$ cat config.mk
export PLATFORM = sky130hd
export DESIGN_NAME = divu_p4y2
export DESIGN_NICKNAME = d
export VERILOG_FILES = /design/src/rtl/divu_pkg.sv /design/src/rtl/divu_step.sv /design/src/rtl/divu_p4y2.sv
export SDC_FILE = /design/constraint.sdc
export NUM_CORES = 1
export LEC_CHECK = 0
export CORE_MARGIN = 2
export CORE_UTILIZATION = 50
export DETAILED_ROUTE_END_ITERATION = 7
export MAX_ROUTING_LAYER = met4
export PLACE_DENSITY = 0.74
export SYNTH_ARGS = -nofsm -noshare
export SYNTH_HDL_FRONTEND = slang
export SYNTH_HIERARCHICAL = 1
export SYNTH_SLANG_ARGS = --single-unit
$ cat constraint.sdc
create_clock -name clk -period 2.1 [get_ports clk]
set_clock_uncertainty 0.15 [all_clocks]
set_input_delay 0.63 -clock clk [delete_from_list [all_inputs] [get_ports clk]]
set_output_delay 0.63 -clock clk [all_outputs]
set_load 0.01 [all_outputs]
$ cat src/rtl/divu_pkg.sv
// ============================================================================
// divu_pkg : shared constants, state type and pin bit-IDs for divu_p4y2
// Revision : 1.0
// ============================================================================
`default_nettype none

package divu_pkg;

  localparam int P_WIDTH   = 4;
  localparam int Y_WIDTH   = 2;
  localparam int CNT_WIDTH = 2;

  localparam logic READY_TRUE  = 1'b1;
  localparam logic READY_FALSE = 1'b0;

  typedef enum logic [0:0] {
    IDLE = 1'b0,
    CALC = 1'b1
  } state_t;

  // Pin positions in the arithmetic tile's io_in/io_out vectors
  localparam int I_CLK_BITID   = 0;
  localparam int I_RST_BITID   = 1;
  localparam int I_P_BITID     = 2;
  localparam int I_Y_BITID     = 6;
  localparam int O_READY_BITID = 7;

endpackage

`default_nettype wire

$ cat src/rtl/divu_step.sv
// ============================================================================
// divu_step : one restoring-division iteration (shift in, compare, subtract)
// Revision  : 1.0
// ============================================================================
`default_nettype none

module divu_step
  import divu_pkg::*;
(
  input  logic [Y_WIDTH:0]   rem_in,
  input  logic               msb,
  input  logic [Y_WIDTH-1:0] divisor,
  output logic [Y_WIDTH:0]   rem_out,
  output logic               qbit
);

  logic [Y_WIDTH:0] shifted;
  logic [Y_WIDTH:0] div_ext;
  logic             unused_rem_top;

  // The partial remainder is always below the divisor, so its top bit is
  // shifted out without loss.
  assign unused_rem_top = rem_in[Y_WIDTH];

  assign shifted = {rem_in[Y_WIDTH-1:0], msb};
  assign div_ext = {1'b0, divisor};
  assign qbit    = (shifted >= div_ext);
  assign rem_out = qbit ? (shifted - div_ext) : shifted;

endmodule

`default_nettype wire

$ cat src/rtl/divu_p4y2.sv
// ============================================================================
// divu_p4y2 : sequential restoring radix-2 unsigned divider, P / Y -> Q, R
// Revision  : 1.0
// ============================================================================
`default_nettype none

module divu_p4y2
  import divu_pkg::*;
(
  input  logic               clk,
  input  logic               rst_n,
  input  logic               start,
  input  logic [P_WIDTH-1:0] p,
  input  logic [Y_WIDTH-1:0] y,
  output logic [P_WIDTH-1:0] q,
  output logic [Y_WIDTH-1:0] r,
  output logic               dz,
  output logic               vld,
  output logic               rdy
);

  state_t               state;
  logic [P_WIDTH-1:0]   dividend;
  logic [Y_WIDTH-1:0]   divisor;
  logic [Y_WIDTH:0]     rem;
  logic [Y_WIDTH:0]     rem_next;
  // Holds only the already-resolved quotient bits; the last bit comes from qbit
  logic [P_WIDTH-2:0]   quo;
  logic [CNT_WIDTH-1:0] count;
  logic                 qbit;

  divu_step u_step (
    .rem_in  (rem),
    .msb     (dividend[P_WIDTH-1]),
    .divisor (divisor),
    .rem_out (rem_next),
    .qbit    (qbit)
  );

  assign rdy = (state == IDLE) ? READY_TRUE : READY_FALSE;

  always_ff @(posedge clk or negedge rst_n) begin
    if (!rst_n) begin
      state    <= IDLE;
      dividend <= '0;
      divisor  <= '0;
      rem      <= '0;
      quo      <= '0;
      count    <= '0;
      q        <= '0;
      r        <= '0;
      dz       <= 1'b0;
      vld      <= 1'b0;
    end else begin
      vld <= 1'b0;
      case (state)
        IDLE: begin
          if (start) begin
            if (y == '0) begin
              q   <= '1;
              r   <= '0;
              dz  <= 1'b1;
              vld <= 1'b1;
            end else begin
              dividend <= p;
              divisor  <= y;
              rem      <= '0;
              quo      <= '0;
              count    <= CNT_WIDTH'(P_WIDTH - 1);
              state    <= CALC;
            end
          end
        end
        CALC: begin
          dividend <= {dividend[P_WIDTH-2:0], 1'b0};
          rem      <= rem_next;
          quo      <= {quo[P_WIDTH-3:0], qbit};
          count    <= count - CNT_WIDTH'(1);
          if (count == '0) begin
            q     <= {quo, qbit};
            r     <= rem_next[Y_WIDTH-1:0];
            dz    <= 1'b0;
            vld   <= 1'b1;
            state <= IDLE;
          end
        end
        default: state <= IDLE;
      endcase
    end
  end

endmodule

`default_nettype wire

# After elaboration in Yosys (flattened, before gate mapping)
# Index checks and enable logic that the tools add are counted.
# classes
addsub	2
magnitude_cmp	1
eq_ne	4
n_mux	32
bitwise_logic	2
n_reduce_logical	5
# op_table
cell	count
4-bit 2-to-1 mux	5
4-bit one-hot mux with 2 select lines	2
2-bit 2-to-1 mux	6
2-bit one-hot mux with 2 select lines	3
1-bit 2-to-1 mux	10
3-bit 2-to-1 mux	2
1-bit one-hot mux with 2 select lines	3
3-bit one-hot mux with 2 select lines	1
3-bit AND reduction	2
2-bit logical NOT	2
2-bit by 1-bit inequality test with 1-bit output (second input constant)	2
2-bit inequality test (second input constant)	2
3-bit by 2-bit greater-or-equal comparator with 1-bit output	1
1-bit inverter	2
2-bit AND reduction	1
2-bit by 1-bit subtractor with 2-bit output (second input constant)	1
2-bit subtractor	1
# word_totals
reg_bits	22
wordCells	56

# Depth between registers and ports, before layout
# Gate-level depths: netlist of the first run.
# depth
ltp_word	4
mapped_depth	7
mapped_depth_nobuf	7

# Modules after synthesis
# The synthesis of the first run kept the hierarchy.
# by_module_without_submodules
module	n_inst	cells_each	area_each_um2
divu_p4y2	1	92	974.7
divu_step	1	16	133.9

# Worst setup path after synthesis of the first run
# No wires, ideal clock.
# synth_timing
path_kind	register to register
from	reg divisor[1]
to	reg rem[0]
setup_time_ns	0.121
arrival_ns	1.348
required_time_ns	1.829
setup_slack_ns	0.481
stages_incl_launch_ff	6
period_less_slack_ns	1.619
path_cell_list	dfrtp_1 > inv_1 > ha_1 > nor2b_1 > o31a_1 > a22o_1
# synth_via
elab_chain_len	3
# synth_lines
element	line_no	source
from (decl)	divu_p4y2.sv:24	logic [Y_WIDTH-1:0] divisor;
from (signal assigned)	divu_p4y2.sv:66	divisor <= y;
3-bit by 2-bit greater-or-equal comparator with 1-bit output	divu_step.sv:27	assign qbit = (shifted >= div_ext);
2-bit 2-to-1 mux	divu_step.sv:28	assign rem_out = qbit ? (shifted - div_ext) : shifted;
via rem_next[0]	divu_p4y2.sv:26	logic [Y_WIDTH:0] rem_next;
2-bit one-hot mux with 2 select lines	divu_p4y2.sv:56	case (state)
to (signal assigned)	divu_p4y2.sv:76	rem <= rem_next;
to (decl)	divu_p4y2.sv:25	logic [Y_WIDTH:0] rem;
# The timed path passes the listed nets, and every way through them passes these cells.
# A chain may end at the register's enable or synchronous reset.

# Worst setup path after layout of the first run
# layout_timing
from	reg dz
to	out dz
# layout_lines
element	line_no	source
from (decl)	divu_p4y2.sv:17	output logic dz,
from (signal assigned)	divu_p4y2.sv:52	dz <= 1'b0;
from (signal assigned)	divu_p4y2.sv:62	dz <= 1'b1;
from (signal assigned)	divu_p4y2.sv:82	dz <= 1'b0;
# No word-level cell between the ends.

==> results of run 1 <==
==> through the flow <==
stage	worst slack [ns]	util	total power, mW	area (um2)
6_report	0.105	0.669	2.09	1330
5_1_grt	0.0553	0.669	2.26	1330
2_1_floorplan	0.481	-	1.46	1060
3_3_place_gp	0.0842	0.641	1.75	1270
3_5_place_dp	0.0500	0.641	1.78	1270
4_1_cts	0.0283	0.668	2.11	1320
==> where the power goes <==
part	internal, mW	total, mW	switching (mW)	leakage (nW)
Sequential	0.621	0.735	0.114	0.260
Clock	0.193	0.322	0.129	0.0279
Combinational	0.535	1.03	0.498	0.312
==> layout make-up <==
type	instances	area [um2]
tap	27	33.8
multi-input combinational	66	449
sequential	22	551
clock buffer	3	22.5
clock inverter	1	30.0
fill	151	656
timing repair buffer	21	203
inverter	10	37.5
==> cell usage in the layout (no fill, tap or decap) <==
master            n
dfrtp_1          22
clkdlybuf4s50_1  16
nand2_1          14
inv_1             9
o21ai_0           8
a21oi_1           6
o21a_1            5
a22o_1            5
nand3b_1          4
ha_1              4
buf_4             4
a2bb2oi_1         3
clkbuf_4          3
nor2_1            2
o21ai_1           2
nand3_1           2
clkinv_1          1
nor2b_4           1
o22ai_1           1
a22o_2            1
nor3_1            1
bufinv_16         1
dlymetal6s2s_1    1
nand2b_1          1
or2_4             1
a21oi_4           1
mux2i_1           1
nor2b_1           1
o31a_1            1
fa_1              1
==> state kept, by name, indices dropped and copies added (netlist names) <==
name / cells
q: 4
vld: 1
count: 2
divisor: 2
state: 1
dz: 1
rem: 2
quo: 3
dividend: 4
r: 2
==> routing by layer <==
layer  global-route usage  routed length [um]  vias up
met5                    -                   0        -
met4               0.0463                  14        0
met3               0.0424                  52        2
met2                0.285                 882       10
met1                0.213                 920      353
li1                     -                   -      392
==> timing repair <==
action / in CTS / in global routing
endpoints found under the setup margin: 0 / 1
resized for setup: 0 / 1
buffers inserted: 0 / 0
==> worst min-delay path by stage <==
| stage | end | cells past startpoint |
|---|---|---|
| global route | q[1]$_DFFE_PN0P_ | 1 |
| finish | count[0]$_DFFE_PN0P_ | 1 |
| detailed placement | count[0]$_DFFE_PN0P_ | 1 |
| global placement | count[0]$_DFFE_PN0P_ | 1 |
| CTS | count[0]$_DFFE_PN0P_ | 1 |
| floorplan | count[0]$_DFFE_PN0P_ | 0 |
==> run_results.csv, run 1 <==
group,metric,value,unit
outcome,status,"completed",
synth,syn_avg_cell_area,10.4,um2
route,wire_per_inst,12.5,um
die,core,1980,um2
route,drtAntennaViolNets,0,
power,ir_drop,0.979,mV
setup_path,critical_path_arrival,1.21,ns
die,initial_core_util,0.534,
sta,worst_slew_pin_slew,0.338,ns
cts,hold_buffers,0,
setup_path,r2r-end,"rem[1]$_DFFE_PN0P_",
cts,cts_max_path_buffers,2,
setup_path,r2r-start,"divisor[0]$_DFFE_PN0P_",
die,io-pin-count,18,
cts,cts.sinks,22,
final_layout,drive_above_1_share,0.0976,
die,fp.dieArea,2500,um2
setup_path,rrSetupSlack,0.37,ns
setup_path,critPathTopFamily,"buffers and inverters",
setup_path,crit_path_top_delay_cell,"clkdlybuf4s50_1",
placed_design,gp_congestion,0.782,
synth,synthCells,102,
cts,path_clk_slew,0.12,ns
sta,relSlewSlack,0.775,
cts,numCtsBuffers,3,
job,cap_violations,0,
sta,fmax,501,MHz
power,p_per_area,1580,nW/um2
cts,cts_tree,"built",
die,num_rows,16,
sta,rsz0062_at_grt,"no",
sta,fin_setup_tns,0,ns
setup_path,crit_required,1.32,ns
sta,slew_viol_final,0,
setup_path,crit_buf_inv,1,
power,power.leakage,0.601,nW
route,drt_iter0_markers,24,
setup_path,crit_chain,"clkdlybuf4s50_1",
synth,synth_fp_nets,116,
route,totalWireLength,1870,um
setup_path,worstPathMaxFanout,3,
final_layout,antenna_cells,0,
setup_path,crit_type,"reg -> out",
setup_path,cp-endpoint,"dz",
cts,cts_root_buf,"clkbuf_4",
min_path,hold_start,"count[0]$_DFFE_PN0P_",
die,die_y,50.0,um
final_layout,nets,138,
setup_path,critPathCaptureType,"output port",
route,firstDrtPassIters,4,
sta,finalSetupViolCount,0,
global_routing,grt_pass1_wl,3260,um
final_layout,areaGrowthSynthToFinish,25.3,%
global_routing,grtUsageTotal,0.174,
route,drcViolationCount,0,
placed_design,dp.cells,146,
sta,worst_hold_slack,0.332,ns
setup_path,start_kind,"register",
global_routing,grt_pass1_vias,742,
setup_path,cpPeakStageDelay,0.54,ns
die,die_w,50.0,um
global_routing,grt_max_degree,26,
global_routing,antenna_found_initial,0,
setup_path,ff2ff_path_depth,4,
route,via_per_inst,5.05,
route,num_vias,757,
final_layout,layoutNonFillerInstCount,150,
cts,clk_latency,0.30,ns
global_routing,grt_overflow,0,
synth,ys_warn_count,6,
min_path,worstHoldPathType,"reg -> reg",
placed_design,dp_hpwl,1360,um
sta,fin_crit_sh,0.950,
setup_path,timing.critical_path.depth,1,
cts,h-tree-depth,1,
sta,period_needed,1.99,ns
placed_design,port_buffers,17,
setup_path,critPathLaunch,"dz$_DFFE_PN0P_",
sta,hold_viol,0,
synth,syn_area,1060,um2
Power figures use the tool's default switching activity.
==> run 2, diff against run 1 <==
Settings changed: SLEW_MARGIN set to 10.
==> results of run 2 <==
No change in the layout: final DEF, timing and power equal those of run 1.
